==> src/rtl/core_sequencer_if.sv <==
// Memory handshake bundle between the control sequencer and the
// instruction/data memory ports. The sequencer is the master: it raises the
// requests and the memories answer with ready.
interface core_sequencer_if;
    logic imem_req;
    logic imem_ready;
    logic ir_en;
    logic dmem_req;
    logic dmem_we;
    logic dmem_ready;

    modport master (
        output imem_req,
        output ir_en,
        output dmem_req,
        output dmem_we,
        input  imem_ready,
        input  dmem_ready
    );

    modport slave (
        input  imem_req,
        input  ir_en,
        input  dmem_req,
        input  dmem_we,
        output imem_ready,
        output dmem_ready
    );
endinterface

==> src/rtl/core_sequencer.sv <==
// Multi-cycle control sequencer for the RV32I core.
// Walks every instruction through FETCH, DECODE, EXEC, (MEM), WB and routes
// illegal/ecall/bus-timeout events through a one-cycle TRAP state. An ebreak
// parks the core in HALT until a debug resume, after which the instruction
// retires through WB like any other.
// All enables are decoded from the registered state, so pulling rst_n low
// drops every request and write strobe immediately.
module core_sequencer #(
    parameter int TIMEOUT = 16,
    parameter int CNT_W   = 32
) (
    input  logic             clk,
    input  logic             rst_n,
    core_sequencer_if.master bus,
    input  logic             reg_write,
    input  logic             mem_read,
    input  logic             mem_write,
    input  logic             branch,
    input  logic             jump,
    input  logic             csr_write,
    input  logic             is_ecall,
    input  logic             is_ebreak,
    input  logic             illegal,
    input  logic             branch_taken,
    input  logic             resume,
    output logic             rf_we,
    output logic             csr_we,
    output logic             pc_en,
    output logic [1:0]       pc_sel,
    output logic             trap_enter,
    output logic [1:0]       trap_cause,
    output logic             halted,
    output logic [CNT_W-1:0] instret
);

    typedef enum logic [2:0] {
        S_RESET,
        S_FETCH,
        S_DECODE,
        S_EXEC,
        S_MEM,
        S_WB,
        S_TRAP,
        S_HALT
    } state_t;

    // Wait counter only needs to reach TIMEOUT-1.
    localparam int              TO_W    = (TIMEOUT > 1) ? $clog2(TIMEOUT) : 1;
    localparam logic [TO_W-1:0] TO_LAST = TO_W'((TIMEOUT > 0) ? (TIMEOUT - 1) : 0);

    localparam logic [1:0] CAUSE_ILLEGAL  = 2'b00;
    localparam logic [1:0] CAUSE_ECALL    = 2'b01;
    localparam logic [1:0] CAUSE_FETCH_TO = 2'b10;
    localparam logic [1:0] CAUSE_DATA_TO  = 2'b11;

    localparam logic [1:0] PC_PLUS4  = 2'b00;
    localparam logic [1:0] PC_TARGET = 2'b01;
    localparam logic [1:0] PC_TRAP   = 2'b10;

    state_t            state_reg;
    logic [TO_W-1:0]   to_cnt_reg;
    logic [1:0]        cause_reg;
    logic [CNT_W-1:0]  instret_reg;
    logic              to_expired;
    logic              take_target;

    // A zero TIMEOUT never expires, so the core waits on ready forever.
    assign to_expired  = (TIMEOUT != 0) && (to_cnt_reg == TO_LAST);
    assign take_target = jump | (branch & branch_taken);

    // Sequencer state, wait counter, trap cause and retire counter.
    always_ff @(posedge clk or negedge rst_n) begin
        if (!rst_n) begin
            state_reg   <= S_RESET;
            to_cnt_reg  <= '0;
            cause_reg   <= CAUSE_ILLEGAL;
            instret_reg <= '0;
        end else begin
            case (state_reg)
                S_RESET: begin
                    state_reg  <= S_FETCH;
                    to_cnt_reg <= '0;
                end
                S_FETCH: begin
                    // Ready on the last allowed cycle still wins over the trap.
                    if (bus.imem_ready) begin
                        state_reg <= S_DECODE;
                    end else if (to_expired) begin
                        state_reg <= S_TRAP;
                        cause_reg <= CAUSE_FETCH_TO;
                    end else begin
                        to_cnt_reg <= to_cnt_reg + TO_W'(1);
                    end
                end
                S_DECODE: begin
                    if (illegal) begin
                        state_reg <= S_TRAP;
                        cause_reg <= CAUSE_ILLEGAL;
                    end else if (is_ecall) begin
                        state_reg <= S_TRAP;
                        cause_reg <= CAUSE_ECALL;
                    end else if (is_ebreak) begin
                        state_reg <= S_HALT;
                    end else begin
                        state_reg <= S_EXEC;
                    end
                end
                S_EXEC: begin
                    if (mem_read | mem_write) begin
                        state_reg  <= S_MEM;
                        to_cnt_reg <= '0;
                    end else begin
                        state_reg <= S_WB;
                    end
                end
                S_MEM: begin
                    if (bus.dmem_ready) begin
                        state_reg <= S_WB;
                    end else if (to_expired) begin
                        state_reg <= S_TRAP;
                        cause_reg <= CAUSE_DATA_TO;
                    end else begin
                        to_cnt_reg <= to_cnt_reg + TO_W'(1);
                    end
                end
                S_WB: begin
                    state_reg   <= S_FETCH;
                    to_cnt_reg  <= '0;
                    instret_reg <= instret_reg + CNT_W'(1);
                end
                S_TRAP: begin
                    state_reg  <= S_FETCH;
                    to_cnt_reg <= '0;
                end
                S_HALT: begin
                    if (resume) begin
                        state_reg <= S_WB;
                    end
                end
                default: begin
                    state_reg <= S_RESET;
                end
            endcase
        end
    end

    // Moore output decode of the current state; ir_en alone follows imem_ready.
    always_comb begin
        bus.imem_req = 1'b0;
        bus.ir_en    = 1'b0;
        bus.dmem_req = 1'b0;
        bus.dmem_we  = 1'b0;
        rf_we        = 1'b0;
        csr_we       = 1'b0;
        pc_en        = 1'b0;
        pc_sel       = PC_PLUS4;
        trap_enter   = 1'b0;
        halted       = 1'b0;
        case (state_reg)
            S_FETCH: begin
                bus.imem_req = 1'b1;
                bus.ir_en    = bus.imem_ready;
            end
            S_MEM: begin
                bus.dmem_req = 1'b1;
                bus.dmem_we  = mem_write;
            end
            S_WB: begin
                rf_we  = reg_write;
                csr_we = csr_write;
                pc_en  = 1'b1;
                pc_sel = take_target ? PC_TARGET : PC_PLUS4;
            end
            S_TRAP: begin
                trap_enter = 1'b1;
                pc_en      = 1'b1;
                pc_sel     = PC_TRAP;
            end
            S_HALT: begin
                halted = 1'b1;
            end
            default: begin
            end
        endcase
    end

    assign trap_cause = cause_reg;
    assign instret    = instret_reg;

endmodule

==> src/flat_wrapper.sv <==
// flat-port wrapper written by rule: the top's interface ports become plain ports
module core_sequencer_flat 
#(
    parameter int TIMEOUT = 16,
    parameter int CNT_W   = 32
)
  (clk, rst_n, reg_write, mem_read, mem_write, branch, jump, csr_write, is_ecall, is_ebreak, illegal, branch_taken, resume, rf_we, csr_we, pc_en, pc_sel, trap_enter, trap_cause, halted, instret, bus_imem_req, bus_ir_en, bus_dmem_req, bus_dmem_we, bus_imem_ready, bus_dmem_ready);
  core_sequencer_if bus_i ();
  input  logic clk;
  input  logic rst_n;
  input  logic reg_write;
  input  logic mem_read;
  input  logic mem_write;
  input  logic branch;
  input  logic jump;
  input  logic csr_write;
  input  logic is_ecall;
  input  logic is_ebreak;
  input  logic illegal;
  input  logic branch_taken;
  input  logic resume;
  output logic rf_we;
  output logic csr_we;
  output logic pc_en;
  output logic [1:0] pc_sel;
  output logic trap_enter;
  output logic [1:0] trap_cause;
  output logic halted;
  output logic [CNT_W-1:0] instret;
  output wire logic [$bits(bus_i.imem_req)-1:0] bus_imem_req;
  output wire logic [$bits(bus_i.ir_en)-1:0] bus_ir_en;
  output wire logic [$bits(bus_i.dmem_req)-1:0] bus_dmem_req;
  output wire logic [$bits(bus_i.dmem_we)-1:0] bus_dmem_we;
  input wire logic [$bits(bus_i.imem_ready)-1:0] bus_imem_ready;
  input wire logic [$bits(bus_i.dmem_ready)-1:0] bus_dmem_ready;
  assign bus_imem_req = bus_i.imem_req;
  assign bus_ir_en = bus_i.ir_en;
  assign bus_dmem_req = bus_i.dmem_req;
  assign bus_dmem_we = bus_i.dmem_we;
  assign bus_i.imem_ready = bus_imem_ready;
  assign bus_i.dmem_ready = bus_dmem_ready;
  core_sequencer #(.TIMEOUT(TIMEOUT), .CNT_W(CNT_W)) u_core (.clk(clk), .rst_n(rst_n), .bus(bus_i), .reg_write(reg_write), .mem_read(mem_read), .mem_write(mem_write), .branch(branch), .jump(jump), .csr_write(csr_write), .is_ecall(is_ecall), .is_ebreak(is_ebreak), .illegal(illegal), .branch_taken(branch_taken), .resume(resume), .rf_we(rf_we), .csr_we(csr_we), .pc_en(pc_en), .pc_sel(pc_sel), .trap_enter(trap_enter), .trap_cause(trap_cause), .halted(halted), .instret(instret));
endmodule
==> config.mk <==
export PLATFORM = sky130hd
export DESIGN_NAME = core_sequencer_flat
export DESIGN_NICKNAME = d
export VERILOG_FILES = /design/src/rtl/core_sequencer_if.sv /design/src/rtl/core_sequencer.sv /design/src/flat_wrapper.sv
export SDC_FILE = /design/constraint.sdc
export NUM_CORES = 1
export LEC_CHECK = 0
export CORE_MARGIN = 1.5
export CORE_UTILIZATION = 48
export DETAILED_ROUTE_END_ITERATION = 16
export PLACE_DENSITY_LB_ADDON = 0.25
export SLEW_MARGIN = 10
export SYNTH_ARGS = -nofsm -noshare
export SYNTH_HDL_FRONTEND = slang
export SYNTH_SLANG_ARGS = --single-unit
==> constraint.sdc <==
create_clock -name clk -period 2.41 [get_ports clk]
set_clock_uncertainty 0.2 [all_clocks]
set_input_delay 0.241 -clock clk [delete_from_list [all_inputs] [get_ports clk]]
set_output_delay 0.241 -clock clk [all_outputs]
set_load 0.03 [all_outputs]
After elaboration in Yosys (flattened, before gate mapping)
Index checks and enable logic that the tools add are counted.
{"block": "classes", "add_sub_neg": 2, "mul": 0, "div_mod_pow": 0, "magnitude_cmp": 0, "eq_ne": 15, "n_shift": 0, "mux": 32, "n_bitwise": 3, "n_reduce_logical": 7}
{"cell": "32-bit by 1-bit adder with 32-bit output (second input constant)", "count": 1}
{"cell": "3-bit two-way mux", "count": 7}
{"cell": "3-bit one-hot mux with 6 select lines", "count": 1}
{"cell": "4-bit two-way mux", "count": 4}
{"cell": "4-bit one-hot mux with 4 select lines", "count": 1}
{"cell": "3-bit equality test (second input constant)", "count": 4}
{"cell": "2-bit two-way mux", "count": 6}
{"cell": "1-bit two-way mux", "count": 11}
{"cell": "3-bit by 2-bit equality test with 1-bit output (second input constant)", "count": 2}
{"cell": "2-bit by 1-bit != test with 1-bit output (second input constant)", "count": 3}
{"cell": "2-bit != test (second input constant)", "count": 3}
{"cell": "2-bit one-hot mux with 3 select lines", "count": 1}
{"cell": "6-bit AND reduction", "count": 1}
{"cell": "4-bit by 1-bit adder with 4-bit output (second input constant)", "count": 1}
{"cell": "4-bit equality test (second input constant)", "count": 1}
{"cell": "2-bit one-hot mux with 2 select lines", "count": 1}
{"cell": "4-bit AND reduction", "count": 1}
{"cell": "4-bit nonzero test", "count": 1}
{"cell": "3-bit by 1-bit equality test with 1-bit output (second input constant)", "count": 1}
{"cell": "3-bit logical NOT", "count": 1}
{"cell": "3-bit != test (second input constant)", "count": 1}
{"cell": "3-bit nonzero test", "count": 1}
{"cell": "3-bit OR reduction", "count": 1}
{"cell": "1-bit bitwise OR", "count": 2}
{"cell": "other kinds (2)", "count": 2}
{"block": "totals", "regBits": 41, "latchBits": 0, "ram_bits": 0, "rom_bits": 0, "input_bits": 15, "output_inout_bits": 45, "elab_cells": 63, "n_memories": 0}

Logic depth before layout (Yosys ltp)
{"block": "depth", "word_depth": 4, "mapped_depth": 6, "depth_no_buf": 5}

Worst setup path before layout
No wires, ideal clock.
{"block": "synth_timing", "kind": "register to output", "startpoint": "reg u_core.state_reg[1]", "endpoint": "out bus_dmem_we", "arrival_time_ps": 1775, "required_time_ps": 1969, "slack_ps": 194, "stages_incl_launch_ff": 3, "path_buffers": 0, "path_cell_list": "dfrtp_1 nor3b_1 and2_1"}
{"block": "synth_via", "elab_chain_cells": 2}
{"element": "from (decl)", "line_no": "core_sequencer.sv:60", "rtl": "state_t state_reg;"}
{"element": "from (signal assigned)", "line_no": "core_sequencer.sv:74", "rtl": "state_reg <= S_RESET;"}
{"element": "from (signal assigned)", "line_no": "core_sequencer.sv:81", "rtl": "state_reg <= S_FETCH;"}
{"element": "from (signal assigned)", "line_no": "core_sequencer.sv:87", "rtl": "state_reg <= S_DECODE;"}
{"element": "3-bit equality test", "line_no": "core_sequencer.sv:159", "rtl": "case (state_reg)"}
{"element": "1-bit two-way mux", "line_no": "core_sequencer.sv:159"}
{"element": "to (decl)", "line_no": "flat_wrapper.sv:33", "rtl": "output wire logic [$bits(bus_i.dmem_we)-1:0] bus_dmem_we;"}
No other way between the ends.

Worst setup path after layout
{"block": "layout_timing", "startpoint": "reg u_core.state_reg[1]", "endpoint": "out pc_sel[0]"}
{"block": "layout_via", "elab_chain_cells": 2, "elab_cells_between_ends": 3, "classes_between": "eq/ne (2); mux (1)"}
{"element": "3-bit equality test", "line_no": "core_sequencer.sv:159"}
{"element": "2-bit one-hot mux with 2 select lines (*)", "line_no": "core_sequencer.sv:159"}
{"element": "to (decl)", "line_no": "flat_wrapper.sv:25", "rtl": "output logic [1:0] pc_sel;"}
Every way passes the cells marked *; elsewhere a longest branch is shown, timed or not.

==> impl_metrics.toml <==
[run_status]
outcome = "finished clean"

[logic_synthesis]
ys_ff_latch = 41
yosys.area_share.simple_pct = 26.9
synthFlopType = "dfrtp_1"
syn_nets = 234
ys_seq_area_share_pct = 46.1
synth_area_leaders = "dfrtp_1 46%, xor2_1 7.5%, xnor2_1 5.5%, nor3_2 3.1%, nor2_1 3.0%"
synth_edf_count = 0
synth_top_area_cell = "dfrtp_1"
synth_top_family_by_area = "simple AND/OR/NAND/NOR gates"
ys_top_cells_by_count = "41 x dfrtp_1, 19 x xor2_1, 18 x nor2_1"
synth_top_area_share_pct = 46.1
synth-adder-area-share_pct = 1.12
synth_xor_area_share_pct = 13.0
async_reset_ff_share_pct = 100
yosys.cell_count.top_type = "dfrtp_1"
yosys_warnings = 0
synthMuxAreaShare_pct = 1.01
yosysUniqueCellTypes = 44
avgSynthCellArea_um2 = 10.3
netlist_area_um2 = 2230
synthCells = 217
synth-compound-area-share_pct = 8.03

[floorplanning]
row_count = 24
fp.dieArea_um2 = 5060
dieHeight_um = 71.1
fp.dieW_um = 71.1
core-area_um2 = 4410
initial_core_util_pct = 50.5
ios = 60

[power_and_ir_drop]
finalPower_uw = 2440
pwr_density_cell_nw_per_um2 = 811
power_leakage_uw = 0.00133
ir_drop_v = 0.000675

[timing]
setup_violations = 0
fin_tns_setup_ns = 0
final.setup.worst_slack_ns = 0.0833
max_freq_mhz = 430
max_slew_margin_pct = 41.8
finalCriticalPeriod_ns = 2.33
drv_slew = 0
min_period_over_period_pct = 96.5
hold_viol = 0
grt_setup_unrepaired = "false"
tightest_slew_ns = 0.873

[cells_and_area]
fin_cells = 337
area_growth_pct = 34.9
final_nets = 302
largest_register_ffs = 32
fill_cells = 361
final_area_um2 = 3010
drive_above_1_share_pct = 14.0
n_antenna_cell = 0

[setup_path]
rr_startpoint = "u_core.state_reg[2]"
crit_fanout = 10
cp.required_ns = 1.97
end_kind = "output port"
crit_type = "reg2out"
cp.arrival_ns = 1.89
startpoint_type = "flop"
critPathLaunch = "u_core.state_reg[1]"

[hold_path]
worstHoldStart = "u_core.instret[17]"
holdCritPathClass = "reg2reg"

[clock_network]
clock_latency_ns = 0.30
root_buffer = "clkbuf_8"
cts-buffers-inserted = 5
cts_max_level = 2
cts_tree = "yes"
clk_pin_slew_worst_paths_ns = 0.07
clock_sinks = 41
clockBufferDepth = 2

[placed_design]
placed_cells = 326
place_area_um2 = 2860
pre_cts_slack_ns = 0.102
gp_congestion = 0.844
dpl.hpwl_mm = 3.36
port-buffer-count = 59

[global_routing]
grt_pass1_wl_mm = 8.05
antenna_found_initial = 0
grt_pass1_vias = 1752
grt_usage_pct = 19.9
grt_max_degree = 42
gr-total-overflow = 0

[route]
post_drt_via_cell_ratio = 5.43
num_vias = 1830
wl_mm = 4.62
wl_per_cell_um = 13.7
drtAntennaViolNets = 0
drcViolationCount = 0
drtIter0Drc = 54
drtPass1Iterations = 4

[job]
drv_cap = 0
==> cell families after synthesis <==
| group | Yosys count |
|---|---|
| xor gates and xnor gates | 33 |
| DFF | 41 |
| buffers and inverters | 15 |
| muxes | 2 |
| adders and majority gates | 2 |
| and+or+nand+nor | 97 |
| AOI/OAI and AO/OA | 27 |
==> what timing repair did <==
action | 4_1_cts | 5_1_grt
gates resized for setup | 3 | 2
endpoints found under the setup margin | 5 | 9
buffers inserted | 0 | 3
hold buffers | 1 | 0
endpoints found under the hold margin | 41 | 0
pin swaps | 0 | 0
==> cells in the final DEF, fill, tap and decap left out, drive strengths merged, types with 3 or more instances in the layout <==
master         synthesis  final
a21oi                  8      8
buf                    3      9
o211ai                 3      3
nor2                  18     18
nand3                 13     13
xor2                  19     19
nor4                   5      5
nor3                  15     15
xnor2                 14     14
and3                   5      5
o21ai                  5      5
nand2                 16     16
dfrtp                 41     41
nor3b                  5      5
and4                   5      5
clkbuf                 4      5
inv                    7      7
clkdlybuf4s50          0     57
and2                   5      5
==> final cells by class <==
cell class	count	area, um^2	area share (%)
multi-input combinational	161	1120	37.2
tap	52	65.1	2.16
clock buffer	5	68.8	2.29
sequential	41	1030	34.2
clock inverter	2	35.0	1.17
timing repair buffer	68	658	21.9
inverter	8	31.3	1.04
==> per-layer routing <==
metal,global-route usage [%],up-vias,part of all wire (%)
met2,31.9,53,49
met1,25.8,874,44
met4,8.39,0,1.9
met3,4.99,8,4.9
li1,-,895,-
met5,0,-,0
==> final timing paths <==
check / slack, ns / to / depth (start not counted)
min reg2reg: 0.29 / u_core.instret[17] / 1
max reg2reg: 0.12 / u_core.trap_cause[0] / 5
min in group asynchronous: 0.40 / u_core.instret[9] / 2
max: 0.08 / pc_sel[0] / 4
min: 0.29 / u_core.instret[17] / 1
max in group asynchronous: 1.00 / u_core.state_reg[0] / 2
==> metrics by stage <==
step           util (%)  hold WS [ns]
5_1_grt            68.1         0.304
3_3_place_gp       64.7         0.218
4_1_cts            67.5         0.291
2_1_floorplan         -        -0.255
6_report           68.1         0.285
3_5_place_dp       64.7         0.224
==> where the power goes <==
| part | switching (uW) | internal, uW |
|---|---|---|
| combinational | 544 | 453 |
| sequential | 134 | 773 |
| clock | 231 | 301 |
==> critical path: stages (launching register included) <==
cell and delay, ns:
dfrtp_1 0.49, clkinv_2 0.17, nand3_1 0.14, nor2_1 0.13, clkdlybuf4s50_1 0.67
Note: power is estimated with default switching activity, not from simulation.
